### src/rtl/clock_pkg.sv
// Shared constants, mode type and hour-display decode for the clock timekeeper.
package clock_pkg;

  localparam logic [5:0] SEC_MAX   = 6'd59;
  localparam logic [5:0] MIN_MAX   = 6'd59;
  localparam logic [4:0] HR24_MAX  = 5'd23;
  localparam logic [4:0] HR12_NOON = 5'd12;

  typedef enum logic {MODE_24H, MODE_12H} tmode_e;

  // 12h presentation folds 0..23 onto 1..12, with midnight/noon shown as 12.
  function automatic logic [4:0] hr_display(input logic [4:0] h24, input tmode_e mode);
    logic [4:0] h12;
    h12 = (h24 >= HR12_NOON) ? h24 - HR12_NOON : h24;
    if (mode == MODE_24H) return h24;
    return (h12 == 5'd0) ? HR12_NOON : h12;
  endfunction

endpackage

### src/rtl/clock_btn_edge.sv
// Registered rising-edge detector: one press pulse per 0->1 transition of a button.
module clock_btn_edge (
  input  logic clk,
  input  logic rst,
  input  logic in,
  output logic press
);

  logic prev_q;

  always_ff @(posedge clk or negedge rst) begin
    if (!rst) prev_q <= 1'b0;
    else      prev_q <= in;
  end

  assign press = in & ~prev_q;

endmodule

### src/rtl/clock.sv
// Hours/minutes/seconds timekeeper with 1 Hz prescaler, set buttons and 12h/24h display mode.
module clock
  import clock_pkg::*;
#(
  parameter int unsigned TICKS_PER_SEC = 50_000_000
) (
  input  logic       clk,
  input  logic       rst,
  input  logic       set_TMOD,
  input  logic       set_min,
  input  logic       set_hr,
  output logic [5:0] sec,
  output logic [5:0] min,
  output logic [4:0] hr
);

  localparam int unsigned CNT_W = (TICKS_PER_SEC > 1) ? $clog2(TICKS_PER_SEC) : 1;
  localparam logic [CNT_W-1:0] CNT_LAST = CNT_W'(TICKS_PER_SEC - 1);

  logic [CNT_W-1:0] cnt_q, cnt_d;
  logic [5:0]       sec_q, sec_d;
  logic [5:0]       min_q, min_d;
  logic [4:0]       hour_q, hour_d;
  tmode_e           mode_q, mode_d;

  logic press_tmod, press_min, press_hr;
  logic tick, carry_min, carry_hr;

  clock_btn_edge u_edge_tmod (.clk(clk), .rst(rst), .in(set_TMOD), .press(press_tmod));
  clock_btn_edge u_edge_min  (.clk(clk), .rst(rst), .in(set_min),  .press(press_min));
  clock_btn_edge u_edge_hr   (.clk(clk), .rst(rst), .in(set_hr),   .press(press_hr));

  assign tick      = (cnt_q == CNT_LAST);
  assign carry_min = tick && (sec_q == SEC_MAX);
  // A minute press owns the minute field this cycle, so no carry propagates past it.
  assign carry_hr  = carry_min && (min_q == MIN_MAX) && !press_min;

  always_comb begin
    cnt_d  = tick ? '0 : cnt_q + CNT_W'(1);
    sec_d  = sec_q;
    min_d  = min_q;
    hour_d = hour_q;
    mode_d = mode_q;

    if (tick)
      sec_d = (sec_q == SEC_MAX) ? '0 : sec_q + 6'd1;

    if (press_min || carry_min)
      min_d = (min_q == MIN_MAX) ? '0 : min_q + 6'd1;

    if (press_hr || carry_hr)
      hour_d = (hour_q == HR24_MAX) ? '0 : hour_q + 5'd1;

    if (press_tmod)
      mode_d = (mode_q == MODE_24H) ? MODE_12H : MODE_24H;
  end

  always_ff @(posedge clk or negedge rst) begin
    if (!rst) begin
      cnt_q  <= '0;
      sec_q  <= '0;
      min_q  <= '0;
      hour_q <= '0;
      mode_q <= MODE_24H;
    end else begin
      cnt_q  <= cnt_d;
      sec_q  <= sec_d;
      min_q  <= min_d;
      hour_q <= hour_d;
      mode_q <= mode_d;
    end
  end

  assign sec = sec_q;
  assign min = min_q;
  assign hr  = hr_display(hour_q, mode_q);

endmodule

### config.mk
export PLATFORM = sky130hd
export DESIGN_NAME = clock
export DESIGN_NICKNAME = d
export VERILOG_FILES = /design/src/rtl/clock_pkg.sv /design/src/rtl/clock_btn_edge.sv /design/src/rtl/clock.sv
export SDC_FILE = /design/constraint.sdc
export NUM_CORES = 1
export LEC_CHECK = 0
export BUFFER_PORTS_ARGS = -buffer_cell sky130_fd_sc_hd__buf_2
export CORE_AREA = 2 2 71 107
export DETAILED_ROUTE_END_ITERATION = 12
export DIE_AREA = 0 0 73 109
export HOLD_SLACK_MARGIN = 0.08
export PLACE_DENSITY = 0.64
export SLEW_MARGIN = 20
export SYNTH_ARGS = -nofsm -noshare
export SYNTH_HDL_FRONTEND = slang
export SYNTH_SLANG_ARGS = --single-unit
### constraint.sdc
create_clock -name clk -period 1.9 [get_ports clk]
set_input_delay 0.095 -clock clk [delete_from_list [all_inputs] [get_ports clk]]
set_output_delay 0.095 -clock clk [all_outputs]
set_load 0.02 [all_outputs]
==> results.cfg, run 1 <==
[finish]
num-nets-final = 335
finalInstanceArea_um2 = 3270
diodes = 0
drive_gt1_share_pct = 32.4
regArea_um2 = 1180
num-fill-cells = 657
area_growth_syn_to_layout_pct = 35.4
multi_input_area_um2 = 1370
post-route-util_pct = 46.2

[setup_path]
worstSetupPathType = reg -> out
cp_data_arrival_time_ns = 1.88
cp-start-kind = flip-flop
cp_max_fo = 3
r2r_slack_ns = -0.03
cp-end-kind = primary output
worstPathRequired_ns = 1.80

[die]
core_area_um2 = 7080
ios = 22
start_util_pct = 34.1
die_y_um = 109
rows = 38
die-area_um2 = 7960
die_w_um = 73

[place]
io_buffers = 21
dp_hpwl_mm = 4.22
pre_cts_slack_ns = -0.0380
gp_congestion = 0.805
postPlaceCellArea_um2 = 2860

[routing]
routed_wl_mm = 5.96
drc = 0
ant_nets = 0
dr.first_iter.drc_count = 97
dr.pass1.iters = 4
viasPerCell = 5.25
wl_per_cell_um = 14.8
vias = 2119

[timing]
maxSlewHeadroom_pct = 77.5
clock-skew-final_ns = 0.00902
rsz0062_at_grt = yes
worst_pin_slew_ns = 0.334
report.final.hold_viol_count = 0
fin_crit_sh_pct = 104
slew_viol_final = 0
setup_viol = 5
whs_ns = 0.162
setup_slack_ns = -0.0724
fmax_mhz = 507
finalCriticalPeriod_ns = 1.97

[clock_tree]
cts-root-buf = clkbuf_8
clkSlewWorstSetupHoldPaths_ns = 0.09
clkSinkCount = 47
cts_htree_levels = 2
clk_latency_ns = 0.30
cts_tree = yes
clk_path_buf_depth = 2
cts_buffers = 5

[global_routing]
grt_pass1_vias = 2188
grt_pass1_wl_mm = 9.76
grt_max_degree = 25
grt_usage_pct = 15.9
grt-ovfl-total = 0
grt_antenna_before_repair = 0

[synth]
synth_cell_types = 40
syn_area_um2 = 2420
avgSynthCellArea_um2 = 9.66
synth_nets = 262
ys_ff_latch = 47
synth-seq-area-share_pct = 48.7
synth_cells = 250
ys_warn_count = 0

[flow_run]
maxCapViolations = 0

[worst_hold_path]
hp-class = in -> async

[run_status]
violations = setup timing
outcome = finished with violations

[power_and_ir_drop]
peakVddDrop_mv = 0.690
p_leak_nw = 1.48
power.density_nw_per_um2 = 1000
stage by stage:
step / power [mW] / std cells / setup TNS (ns)
2_1_floorplan: 1.81 / 250 / -0.0489
3_3_place_gp: 2.14 / 379 / 0
3_5_place_dp: 2.18 / 379 / -0.0380
4_1_cts: 2.91 / 397 / -0.00239
5_1_grt: 3.48 / 404 / -0.757
6_report: 3.28 / 404 / -0.181
layout by cell type, fill, tap and decap left out, types with 3 or more instances in the layout:
cell type / Yosys / layout
dlygate4sd3_1: 0 / 4
clkbuf_8: 0 / 5
nand4_1: 9 / 9
dfrtp_1: 47 / 47
buf_6: 0 / 5
xnor2_1: 16 / 16
o21ai_1: 1 / 8
a21o_1: 3 / 3
buf_4: 0 / 45
nor2_1: 19 / 19
nor3_1: 10 / 6
ha_1: 7 / 3
nand2_1: 31 / 29
and3_1: 6 / 5
xor2_1: 6 / 6
inv_1: 6 / 4
or3_1: 3 / 3
nor2b_1: 4 / 4
a21oi_1: 7 / 6
nand3_2: 0 / 4
o21ai_0: 22 / 15
nand3_1: 21 / 16
ha_4: 0 / 3
buf_2: 0 / 17
nor3_2: 0 / 3
layer usage:
metal	GRT usage, %	vias up	part of all wire, %
li1	-	1035	-
met1	16.4	1029	38
met3	3.42	18	2.4
met2	30.1	37	56
met5	0	-	0
met4	6.75	0	3.8
report_power, final:
part / internal, mW / switching [mW] / total [mW]
clock network: 0.259 / 0.326 / 0.584
logic: 0.704 / 0.769 / 1.47
registers: 1.10 / 0.123 / 1.22
total: 2.06 / 1.22 / 3.28
worst paths after layout:
| path | startpoint | end | depth (start not counted) |
|---|---|---|---|
| worst max-delay path | hour_q[0] | hr[2] | 8 |
| worst min-delay path | rst | sec[4] | 2 |
| worst max register to register | cnt_q[1] | hour_q[3] | 7 |
| worst min register to register | cnt_q[20] | cnt_q[20] | 1 |
| max in group asynchronous | rst | min[0] | 3 |
| min in group clk | set_TMOD | u_edge_tmod.prev_q | 2 |
cells in the mapped netlist:
| library cell | number | share of area, % |
|---|---|---|
| a211oi_1 | 1 | 0.31 |
| a21o_1 | 3 | 0.93 |
| a21oi_1 | 7 | 1.4 |
| a221oi_1 | 1 | 0.36 |
| a22o_1 | 1 | 0.36 |
| a31oi_1 | 2 | 0.52 |
| a31oi_4 | 1 | 0.88 |
| and2_1 | 1 | 0.26 |
| and3_1 | 6 | 1.6 |
| and4bb_2 | 1 | 0.52 |
| clkbuf_1 | 5 | 0.78 |
| dfrtp_1 | 47 | 49 |
| ha_1 | 7 | 3.6 |
| inv_1 | 6 | 0.93 |
| mux2_2 | 2 | 0.93 |
| nand2_1 | 31 | 4.8 |
| nand2b_1 | 2 | 0.52 |
| nand3_1 | 21 | 4.4 |
| nand3b_1 | 2 | 0.62 |
| nand4_1 | 9 | 2.3 |
| nand4_2 | 1 | 0.52 |
| nand4b_1 | 1 | 0.36 |
| nor2_1 | 19 | 3.0 |
| nor2b_1 | 4 | 1.0 |
| nor3_1 | 10 | 2.1 |
| nor3_4 | 1 | 0.67 |
| nor4_1 | 2 | 0.52 |
| nor4b_1 | 1 | 0.36 |
| nor4b_2 | 1 | 0.62 |
| nor4b_4 | 1 | 0.98 |
| o2111ai_1 | 1 | 0.36 |
| o211ai_1 | 1 | 0.31 |
| o21ai_0 | 22 | 4.6 |
| o21ai_1 | 1 | 0.21 |
| o31ai_1 | 1 | 0.31 |
| or2_2 | 1 | 0.26 |
| or3_1 | 3 | 0.78 |
| or4b_1 | 1 | 0.41 |
| xnor2_1 | 16 | 5.8 |
| xor2_1 | 6 | 2.2 |
sequential cells by signal, summed over array words and instances, names as in the netlist:
name and flops:
u_edge_hr.prev_q 1, min 6, sec 6, hour_q 5, mode_q 1, u_edge_min.prev_q 1
u_edge_tmod.prev_q 1, cnt_q 26
kinds of logic (layout without fill, tap and decap cells):
group	after synthesis	in the layout	synth area share, %
flip-flops	47	47	48.7
XOR/XNOR	22	22	7.97
multiplexers	2	2	0.932
AND/OR/NAND/NOR	119	119	26.5
buffers and inverters	11	85	1.71
adder cells (fa/ha/maj)	7	7	3.62
AO/OA/AOI/OAI	42	42	10.6
repair_timing:
item / in CTS / in global routing
setup endpoints to repair: 9 / 21
setup buffers: 6 / 7
resized for setup: 11 / 34
hold buffers: 4 / 0
cloned: 0 / 0
pin swaps: 8 / 13
endpoints found under the hold margin: 50 / 0
cell type report:
cell class | instances | area share (%)
clock inverters | 1 | 0.153
multi-input cells | 192 | 42.0
clock buffers | 7 | 2.33
repair buffers | 71 | 15.9
inverters | 6 | 0.688
well taps | 80 | 3.06
flip-flops and latches | 47 | 35.9
worst max-delay path, stage by stage (launching register included):
cell	delay, ns
dfrtp_1	0.40
inv_2	0.09
ha_4	0.15
a221oi_4	0.07
buf_4	0.16
nor2_1	0.27
xnor2_1	0.18
nand2_1	0.11
buf_6	0.14
No activity file was read; power rests on OpenSTA's default activity.
==> inputs of run 2 (changes only) <==
--- a/config.mk
+++ b/config.mk
@@ -11,6 +11,7 @@
 export DIE_AREA = 0 0 73 109
 export HOLD_SLACK_MARGIN = 0.08
 export PLACE_DENSITY = 0.64
+export RECOVER_POWER = 25
 export SLEW_MARGIN = 20
 export SYNTH_ARGS = -nofsm -noshare
 export SYNTH_HDL_FRONTEND = slang
==> run 2 against run 1 <==
  * Critical endpoint unchanged
  * Critical path depth did not move
  * The run still ends with setup timing left
  * Core utilization fell by 0.071 points
  * Register-to-register slack barely moved
  * Design area fell by 0.15%
  * First-iteration DRC count fell by 7.2%
  * Clock-buffer cell count did not move
  * Power barely moved
  * Via count barely moved
  * Sequential share of layout area rose by 0.055 points
  * Flip-flop and latch count did not move
  * Global-route usage did not move
  * Routed wire length barely moved
==> results.cfg, run 2 (synthesis gave the netlist of run 1 again) <==
[run_status]
outcome = finished with violations
violations = setup timing

[die]
die_y_um = 109
ios = 22
die-area_um2 = 7960
die_w_um = 73
start_util_pct = 34.1
rows = 38
core_area_um2 = 7080

[place]
dp_hpwl_mm = 4.22
gp_congestion = 0.805
io_buffers = 21
pre_cts_slack_ns = -0.0380

[power_and_ir_drop]
p_leak_nw = 1.47
finalPower_mw = 3.28
peakVddDrop_mv = 0.691
power.density_nw_per_um2 = 1000

[setup_path]
cp-end-kind = primary output
r2r_end = hour_q[3]
worstSetupPathType = reg -> out
worstReg2RegStart = cnt_q[1]
reg2reg_depth = 7
crit_start = hour_q[0]
cp_data_arrival_time_ns = 1.88
cp-start-kind = flip-flop
r2r_slack_ns = -0.03
crit_end = hr[2]
worstPathRequired_ns = 1.80
cp_max_fo = 3

[worst_hold_path]
hp-class = in -> async

[routing]
vias = 2118
routed_wl_mm = 5.97
viasPerCell = 5.24
dr.first_iter.drc_count = 90
dr.pass1.iters = 4
drc = 0
wl_per_cell_um = 14.8
ant_nets = 0

[global_routing]
grt_pass1_wl_mm = 9.76
grt_pass1_vias = 2188
grt_antenna_before_repair = 0
grt_usage_pct = 15.9
grt-ovfl-total = 0
grt_max_degree = 25

[timing]
worst_pin_slew_ns = 0.879
report.final.hold_viol_count = 0
finalCriticalPeriod_ns = 1.98
maxSlewHeadroom_pct = 41.4
setup_slack_ns = -0.0752
fin_setup_tns_ns = -0.194
fmax_mhz = 506
slew_viol_final = 0
setup_viol = 5
clock-skew-final_ns = 0.00822
rsz0062_at_grt = yes
fin_crit_sh_pct = 104

[finish]
layout_common_cells = dfrtp_1, buf_4, nand2_1
final_common_cell = dfrtp_1
diodes = 0
area_growth_syn_to_layout_pct = 35.2
largest_reg_flops = 26
drive_gt1_share_pct = 31.8
num-nets-final = 335
regMostFlops = cnt_q

[clock_tree]
clkSlewWorstSetupHoldPaths_ns = 0.09
clkSinkCount = 47
cts-root-buf = clkbuf_8
cts_htree_levels = 2
clk_latency_ns = 0.30
clk_path_buf_depth = 2
cts_tree = yes
cts_buffers = 5

[flow_run]
maxCapViolations = 0
## run 2: cell types whose count changed in the layout (fill, tap and decap cells not counted)
| cell | before | now |
|---|---|---|
| buf_4 | 45 | 44 |
| buf_2 | 17 | 16 |
| clkbuf_1 | 2 | 4 |
## run 2: worst max-delay path: stages, from the launching register on
cell      delay, ns
dfrtp_1        0.40
inv_2          0.09
ha_4           0.15
a221oi_4       0.07
buf_4          0.16
nor2_1         0.27
xnor2_1        0.18
nand2_1        0.11
buf_6          0.14
## run 2: repair_timing
action	in CTS	in global routing
gates resized for setup	11	34
buffers inserted	6	7
pin swaps	8	13
setup endpoints to repair	9	21
hold endpoints to repair	50	0
hold buffers	4	0
## run 2: per-stage QoR
step	instances	instance area, um2	hold slack, ns	util [%]
floorplan	250	2430	-0.201	-
global placement	379	2860	-0.0518	40.4
detailed placement	379	2860	-0.0494	40.4
CTS	397	3070	0.158	43.4
global route	404	3270	0.280	46.1
finish	404	3270	0.244	46.1
## run 2: power breakdown
group,internal [mW],switching [mW]
Combinational,0.703,0.771
Sequential,1.10,0.122
Clock,0.259,0.324
## run 2: metal layers
layer	up-vias	track usage [%]	wire length, um
met5	-	0	0
met4	0	6.75	227
met3	18	3.42	157
met2	40	30.1	3320
met1	1025	16.4	2260
li1	1035	-	-
## run 2: cell type report
| class | count | area [um2] |
|---|---|---|
| Tap cell | 80 | 100 |
| Inverter | 6 | 22.5 |
| Multi-Input combinational cell | 192 | 1370 |
| Fill cell | 659 | 3820 |
| Clock inverter | 1 | 5.00 |
| Clock buffer | 7 | 76.3 |
| Sequential cell | 47 | 1180 |
| Timing Repair Buffer | 71 | 514 |
## run 2: how the worst min path moves through the flow
stage | start | slack (ns) | to | cells past startpoint
floorplan | rst | -0.20 | cnt_q[0] | 0
global placement | rst | -0.05 | mode_q | 1
detailed placement | rst | -0.05 | mode_q | 1
CTS | rst | 0.16 | mode_q | 2
global route | rst | 0.28 | mode_q | 2
finish | rst | 0.24 | sec[4] | 2
